**src/rtl/pc_redirect_ctrl.sv**
```systemverilog
// PC redirect sequencer: arbitrates jump/branch/trap redirects, checks target alignment,
// holds the redirect to the IFU under valid/ready, then squashes wrong-path instructions.
module pc_redirect_ctrl #(
    parameter int FLUSH_DEPTH = 1,
    parameter int XLEN        = 32
) (
    input  logic            i_clk,
    input  logic            i_rst,
    input  logic            jmp_req,
    input  logic [XLEN-1:0] jmp_target,
    input  logic            br_req,
    input  logic [XLEN-1:0] br_target,
    input  logic            trap_req,
    input  logic [XLEN-1:0] trap_target,
    input  logic            fetch_ready,
    output logic            redirect_valid,
    output logic [XLEN-1:0] redirect_pc,
    output logic [1:0]      redirect_src,
    output logic            squash,
    output logic            misalign_exc,
    output logic [XLEN-1:0] misalign_addr,
    output logic            busy
);

    typedef enum logic [1:0] {IDLE = 2'd0, HOLD = 2'd1, FLUSH = 2'd2} state_t;

    localparam logic [1:0] SRC_NONE = 2'd0;
    localparam logic [1:0] SRC_JMP  = 2'd1;
    localparam logic [1:0] SRC_BR   = 2'd2;
    localparam logic [1:0] SRC_TRAP = 2'd3;
    localparam logic [2:0] FLUSH_LOAD = 3'(FLUSH_DEPTH);

    state_t          state, state_nxt;
    logic [2:0]      cnt_p0, cnt_nxt;

    logic            sel_req;
    logic [1:0]      sel_src;
    logic [XLEN-1:0] sel_tgt;
    logic            sel_misaligned;
    logic [XLEN-1:0] trap_tgt;
    logic            hs;

    logic            valid_nxt;
    logic [XLEN-1:0] pc_nxt;
    logic [1:0]      src_nxt;
    logic            squash_nxt;
    logic            exc_nxt;
    logic [XLEN-1:0] maddr_nxt;

    function automatic logic [XLEN-1:0] form_target(input logic [XLEN-1:0] t);
        return {t[XLEN-1:1], 1'b0};
    endfunction

    // Fixed-priority source selection; trap vectors bypass the alignment check.
    always_comb begin
        sel_req = trap_req | br_req | jmp_req;
        sel_src = SRC_NONE;
        sel_tgt = '0;
        if (trap_req) begin
            sel_src = SRC_TRAP;
            sel_tgt = form_target(trap_target);
        end else if (br_req) begin
            sel_src = SRC_BR;
            sel_tgt = form_target(br_target);
        end else if (jmp_req) begin
            sel_src = SRC_JMP;
            sel_tgt = form_target(jmp_target);
        end
        sel_misaligned = sel_tgt[1] && (sel_src != SRC_TRAP);
    end

    assign trap_tgt = form_target(trap_target);
    assign hs       = redirect_valid && fetch_ready;

    always_ff @(posedge i_clk or negedge i_rst) begin
        if (!i_rst) state <= IDLE;
        else        state <= state_nxt;
    end

    always_comb begin
        state_nxt = state;
        case (state)
            IDLE: begin
                if (sel_req && !sel_misaligned) state_nxt = HOLD;
            end
            HOLD: begin
                if (hs) begin
                    if (trap_req)                  state_nxt = HOLD;
                    else if (FLUSH_LOAD != 3'd0)   state_nxt = FLUSH;
                    else                           state_nxt = IDLE;
                end
            end
            FLUSH: begin
                if (trap_req)            state_nxt = HOLD;
                else if (cnt_p0 <= 3'd1) state_nxt = IDLE;
            end
            default: state_nxt = IDLE;
        endcase
    end

    always_comb begin
        valid_nxt  = redirect_valid;
        pc_nxt     = redirect_pc;
        src_nxt    = redirect_src;
        squash_nxt = squash;
        exc_nxt    = 1'b0;
        maddr_nxt  = misalign_addr;
        cnt_nxt    = cnt_p0;
        case (state)
            IDLE: begin
                valid_nxt  = 1'b0;
                src_nxt    = SRC_NONE;
                squash_nxt = 1'b0;
                cnt_nxt    = 3'd0;
                if (sel_req) begin
                    if (sel_misaligned) begin
                        exc_nxt   = 1'b1;
                        maddr_nxt = sel_tgt;
                    end else begin
                        valid_nxt  = 1'b1;
                        pc_nxt     = sel_tgt;
                        src_nxt    = sel_src;
                        squash_nxt = 1'b1;
                    end
                end
            end
            HOLD: begin
                squash_nxt = 1'b1;
                if (hs) begin
                    if (trap_req) begin
                        // Current redirect completes; the trap follows straight away.
                        valid_nxt = 1'b1;
                        pc_nxt    = trap_tgt;
                        src_nxt   = SRC_TRAP;
                        cnt_nxt   = 3'd0;
                    end else begin
                        valid_nxt  = 1'b0;
                        src_nxt    = SRC_NONE;
                        cnt_nxt    = FLUSH_LOAD;
                        squash_nxt = (FLUSH_LOAD != 3'd0);
                    end
                end else if (trap_req && (redirect_src != SRC_TRAP)) begin
                    pc_nxt  = trap_tgt;
                    src_nxt = SRC_TRAP;
                end
            end
            FLUSH: begin
                if (trap_req) begin
                    valid_nxt  = 1'b1;
                    pc_nxt     = trap_tgt;
                    src_nxt    = SRC_TRAP;
                    squash_nxt = 1'b1;
                    cnt_nxt    = 3'd0;
                end else if (cnt_p0 <= 3'd1) begin
                    squash_nxt = 1'b0;
                    cnt_nxt    = 3'd0;
                end else begin
                    squash_nxt = 1'b1;
                    cnt_nxt    = cnt_p0 - 3'd1;
                end
            end
            default: begin
                valid_nxt  = 1'b0;
                src_nxt    = SRC_NONE;
                squash_nxt = 1'b0;
                cnt_nxt    = 3'd0;
            end
        endcase
    end

    // Output register stage
    always_ff @(posedge i_clk or negedge i_rst) begin
        if (!i_rst) begin
            redirect_valid <= 1'b0;
            redirect_pc    <= '0;
            redirect_src   <= SRC_NONE;
            squash         <= 1'b0;
            misalign_exc   <= 1'b0;
            misalign_addr  <= '0;
            busy           <= 1'b0;
            cnt_p0         <= 3'd0;
        end else begin
            redirect_valid <= valid_nxt;
            redirect_pc    <= pc_nxt;
            redirect_src   <= src_nxt;
            squash         <= squash_nxt;
            misalign_exc   <= exc_nxt;
            misalign_addr  <= maddr_nxt;
            busy           <= (state_nxt != IDLE);
            cnt_p0         <= cnt_nxt;
        end
    end

endmodule

```
**config.mk**
```make
export PLATFORM = sky130hd
export DESIGN_NAME = pc_redirect_ctrl
export DESIGN_NICKNAME = d
export VERILOG_FILES = /design/src/rtl/pc_redirect_ctrl.sv
export SDC_FILE = /design/constraint.sdc
export NUM_CORES = 1
export LEC_CHECK = 0
export BUFFER_PORTS_ARGS = -buffer_cell sky130_fd_sc_hd__buf_2
export CORE_MARGIN = 2
export CORE_UTILIZATION = 40
export DETAILED_ROUTE_END_ITERATION = 6
export HOLD_SLACK_MARGIN = 0.03
export MAX_ROUTING_LAYER = met4
export PLACE_DENSITY = 0.8
export SYNTH_ARGS = -nofsm -noshare
export SYNTH_HDL_FRONTEND = slang
export SYNTH_SLANG_ARGS = --single-unit
```
**constraint.sdc**
```tcl
create_clock -name i_clk -period 2.4 [get_ports i_clk]
set_input_delay 0.48 -clock i_clk [delete_from_list [all_inputs] [get_ports i_clk]]
set_output_delay 0.48 -clock i_clk [all_outputs]
set_load 0.02 [all_outputs]
```
# ---- Word level (Yosys, flattened, before mapping)
# Index checks and enable logic that the tools add are counted.
dict set report classes {
  bitwise 2
  n_addsub 1
  n_reduce_logical 12
  eq_ne 9
  n_lt_le_gt_ge 1
  muxes 42
}
# operator count
set ops {}
lappend ops {{$mux W32} 8}
lappend ops {{$pmux W32 S3} 1}
lappend ops {{$mux W2} 13}
lappend ops {{$mux W1} 12}
lappend ops {{$ne A2 B2 Y1 const B} 6}
lappend ops {{$pmux W2 S3} 2}
lappend ops {{$mux W3} 3}
lappend ops {{$pmux W1 S3} 2}
lappend ops {{$pmux W3 S2} 1}
lappend ops {{$logic_and A1 B1 Y1} 4}
lappend ops {{$reduce_and A2 Y1} 2}
lappend ops {{$reduce_and A4 Y1} 1}
lappend ops {{$le A3 B1 Y1 const B} 1}
lappend ops {{$ne A3 B3 Y1 const B} 1}
lappend ops {{$reduce_and A3 Y1} 1}
lappend ops {{$reduce_bool A3 Y1} 1}
lappend ops {{$sub A3 B1 Y3 const B} 1}
lappend ops {{$eq A2 B1 Y1 const B} 1}
lappend ops {{$eq A2 B2 Y1 const B} 1}
lappend ops {{$logic_not A2 Y1} 1}
lappend ops {{$or A1 B1 Y1} 2}
lappend ops {{$reduce_bool A2 Y1} 1}
lappend ops {{$logic_not A1 Y1} 1}
dict set report word_totals {
  word_cells 76
  in_bits 102
  out_inout_bits 70
  ff_bits 75
}

# ---- Longest topological paths before layout
dict set report depth {
  word_depth 10
  mapped_depth 10
  mapped_depth_nobuf 6
}

# ---- Worst setup path before layout
# Ideal clock, no wire load.
dict set report synth_timing {
  path_type {register -> register}
  from {register state[0]}
  to {register redirect_pc[2]}
  synth_period_minus_slack_ns 2.168
  stages_incl_launch_ff 10
  t_arrival_ns 2.043
  setup_ns 0.126
  required_time_ns 2.274
  n_path_buf 4
  setup_slack_ns 0.232
  cell_sequence {dfrtp_1 ha_1 buf_2 a21bo_1 buf_6 nor2_1 or3_1 buf_2 buf_6 a221o_1}
}
dict set report synth_between {
  elab_chain_cells 3
  elab_cells_between_ends 9
  cone_classes {eq/ne (5); mux (1); reduce/logical (3)}
}
# element line
set synth_lines {}
lappend synth_lines {{from (decl)} 33} ;# state_t state, state_nxt;
lappend synth_lines {{from (signal assigned)} 77} ;# else state <= state_nxt;
lappend synth_lines {{$eq A2 B1 Y1 (tied with other cells)} 109} ;# case (state)
lappend synth_lines {{$ne A3 B3 Y1 (no source line) (tied with other cells)} -}
lappend synth_lines {{$reduce_and A4 Y1 (no source line)} -}
lappend synth_lines {{to (signal assigned)} 184} ;# redirect_pc <= pc_nxt;
lappend synth_lines {{to (decl)} 17} ;# output logic [XLEN-1:0] redirect_pc,
# Several ways; a longest one is shown, not always the timed one.
# A chain may end at the register's enable or synchronous reset.

# ---- Final worst setup path
dict set report layout_timing {
  from {register state[0]}
  to {register redirect_pc[16]}
}
# Same word-level chain as after synthesis.

==> results.toml <==
[final_layout]
stdcell_count = 741
final_area_um2 = 5424
layout-drive-gt1-share = 0.4000
area_growth_pct = 30.85
final_nets = 709
n_antenna_cell = 0

[power]
ir_drop_mv = 0.4816
p_leak_uw = 0.002631
powerDensity_nw_per_um2 = 1290

[place]
io_buffers = 167
postPlaceCellArea_um2 = 5192
numPlacedInstances = 726
gp_congestion = 0.9170
dpl.hpwl_mm = 9.326

[setup_path]
r2r_cells = 7
endpoint_kind = "flip-flop"
crit_fanout = 17
cp_num_buf_inv = 2
rr_endpoint = "redirect_pc[16]$_DFFE_PN0P_"
cp_data_required_time_ns = 2.61
slowest_delay_ns = 0.41
cp-start-kind = "flip-flop"
cp.arrival_ns = 2.41
criticalPathCategory = "reg -> reg"
regToRegSetupSlack_ns = 0.21
critPathTopFamily = "compound AO/OA/AOI/OAI gates"
r2r_start = "state[0]$_DFF_PN0_"
path_cells = "inv_1 > ha_1 > a31oi_1 > nor3b_1 > or3_1 > buf_4 > a221o_1"
cpMaxStageDelayCell = "dfrtp_1"

[floorplanning]
dieArea_um2 = 11190
start_util = 0.4070
core_region_area_um2 = 10180
die_y_um = 105.8
die_w_um = 105.8
row_count = 37
io_pins = 172

[clock_network]
cts_setup_buffers = 0
cts-root-buf = "clkbuf_8"
numCtsBuffers = 9
hold_buffers = 0
cts_resized = 0
h-tree-depth = 3
clkLatencyLatePin_ns = 0.35
clkSlewWorstSetupHoldPaths_ns = 0.08
tritoncts = "yes"
cts_max_path_buffers = 2
cts.sinks = 74

[routing]
drtIter0Drc = 212
vias = 4095
drcViolationCount = 0
first_pass_iters = 5
wirelength_mm = 12.65
vias_per_cell = 5.526
postRouteAntennaNets = 0
wl_per_cell_um = 17.08

[global_routing]
grt_pass1_vias = 4151
overflow = 0
antenna_found_initial = 0
grt_max_degree = 42
grt_util_all_layers = 0.2367
grt_pass1_wl_mm = 20.32

[timing]
min_period_ns = 2.193
timing_hold_violations_final = 0
finClkSkew_ns = 0.01913
rsz0062_at_grt = "no"
setup_violations = 0
slew_viol_final = 0
max_slew.worst_pin.slew_ns = 0.6916
max_clock_freq_mhz = 456.0
slew_headroom = 0.5380
final.setup.tns_ns = 0
post-route-period-util = 0.9138

[synthesis]
ys_seq_elements = 74
yosysTopAreaCellShare = 0.4467
synth_edf_count = 0
avgSynthCellArea_um2 = 9.442
yosys-top-cells-count = "dfrtp_1 (74), nand2_1 (69), o21ai_0 (40), nor3_1 (30), a221o_1 (29)"
synth_area_leaders = "dfrtp_1 (45%), a221o_1 (7.0%), nand2_1 (6.2%)"
yosys_warnings = 0
ys_seq_area_frac = 0.4467
synthesis.nets = 547
yosys.cell_types.count = 52
yosysMostFrequentCell = "dfrtp_1"
synthArstFlopShare = 1.000
ys.flop_type = "dfrtp_1"
synth_area_um2 = 4145
synth_area_leader_cell = "dfrtp_1"
netlist_instances = 439

[flow_run]
maxCapViolCount = 0

[hold_path]
hold_path_class = "in -> async"

[run_status]
outcome = "finished, final reports clean"
-- how the worst max path moves through the flow --
| stage | start | endpoint | depth (start not counted) |
|---|---|---|---|
| 6_report | state[0]$_DFF_PN0_ | redirect_pc[16]$_DFFE_PN0P_ | 7 |
| 5_1_grt | state[0]$_DFF_PN0_ | redirect_pc[21]$_DFFE_PN0P_ | 7 |
| 4_1_cts | state[0]$_DFF_PN0_ | redirect_pc[21]$_DFFE_PN0P_ | 7 |
| 3_5_place_dp | jmp_req | misalign_addr[3]$_DFFE_PN0P_ | 6 |
| 3_3_place_gp | br_req | redirect_pc[16]$_DFFE_PN0P_ | 6 |
| 2_1_floorplan | state[0]$_DFF_PN0_ | redirect_pc[2]$_DFFE_PN0P_ | 9 |
-- power breakdown --
| group | switching [µW] | internal (µW) |
|---|---|---|
| clock | 466 | 686 |
| combinational | 2210 | 1510 |
| sequential | 324 | 1800 |
-- layout make-up --
class | instances | area (µm²)
clock buffers | 10 | 127.6
fillers | 947 | 4761
repair buffers | 190 | 1049
flip-flops and latches | 74 | 1852
clock inverters | 5 | 103.9
inverters | 10 | 37.54
well taps | 136 | 170.2
multi-input cells | 316 | 2085
-- registers in the layout (all words and copies together), names as in the netlist --
| signal | count |
|---|---|
| redirect_src | 2 |
| cnt_p0 | 3 |
| misalign_exc | 1 |
| squash | 1 |
| redirect_valid | 1 |
| misalign_addr | 31 |
| busy | 1 |
| state | 2 |
| redirect_pc | 32 |
-- kinds of logic (layout without fill, tap and decap cells) --
kind of cell / count (synthesis) / count (layout) / synth area share
other cells: 1 / 1 / 0.0009047
compound gates: 130 / 130 / 0.2372
simple gates: 168 / 168 / 0.2101
fa+ha+maj: 6 / 6 / 0.01811
mux: 11 / 11 / 0.03230
buf+inv: 49 / 215 / 0.05463
flops: 74 / 74 / 0.4467
-- stage by stage --
stage | hold WS [ns] | setup slack (ns) | total power [µW] | utilization
finish | 0.1129 | 0.2069 | 6996 | 0.5326
floorplan | 0.1844 | 0.2315 | 4571 | -
global placement | 0.4622 | 0.2625 | 5755 | 0.5098
global route | 0.1367 | 0.09269 | 7463 | 0.5326
detailed placement | 0.4676 | 0.1930 | 5870 | 0.5098
CTS | 0.1261 | 0.2182 | 7030 | 0.5326
-- placed cells by master, fill, tap and decap left out, types with 9 or more instances in the layout --
cell and count:
buf_2 166, dfrtp_1 74, nand2_1 69, o21ai_0 40
nor3_1 30, a221o_1 29, nor2b_1 24, nand3b_1 23
a31o_2 21, buf_4 21, inv_1 9, a22oi_1 9
mux2_2 9, clkbuf_8 9
-- per-layer routing --
| metal | track usage | wire, µm | up-vias |
|---|---|---|---|
| li1 | - | - | 1931 |
| met1 | 0.2844 | 5163 | 1958 |
| met2 | 0.3954 | 6414 | 186 |
| met3 | 0.04205 | 864 | 20 |
| met4 | 0.09586 | 212 | 0 |
| met5 | - | 0 | - |
Note: power is estimated with default switching activity, not from simulation.
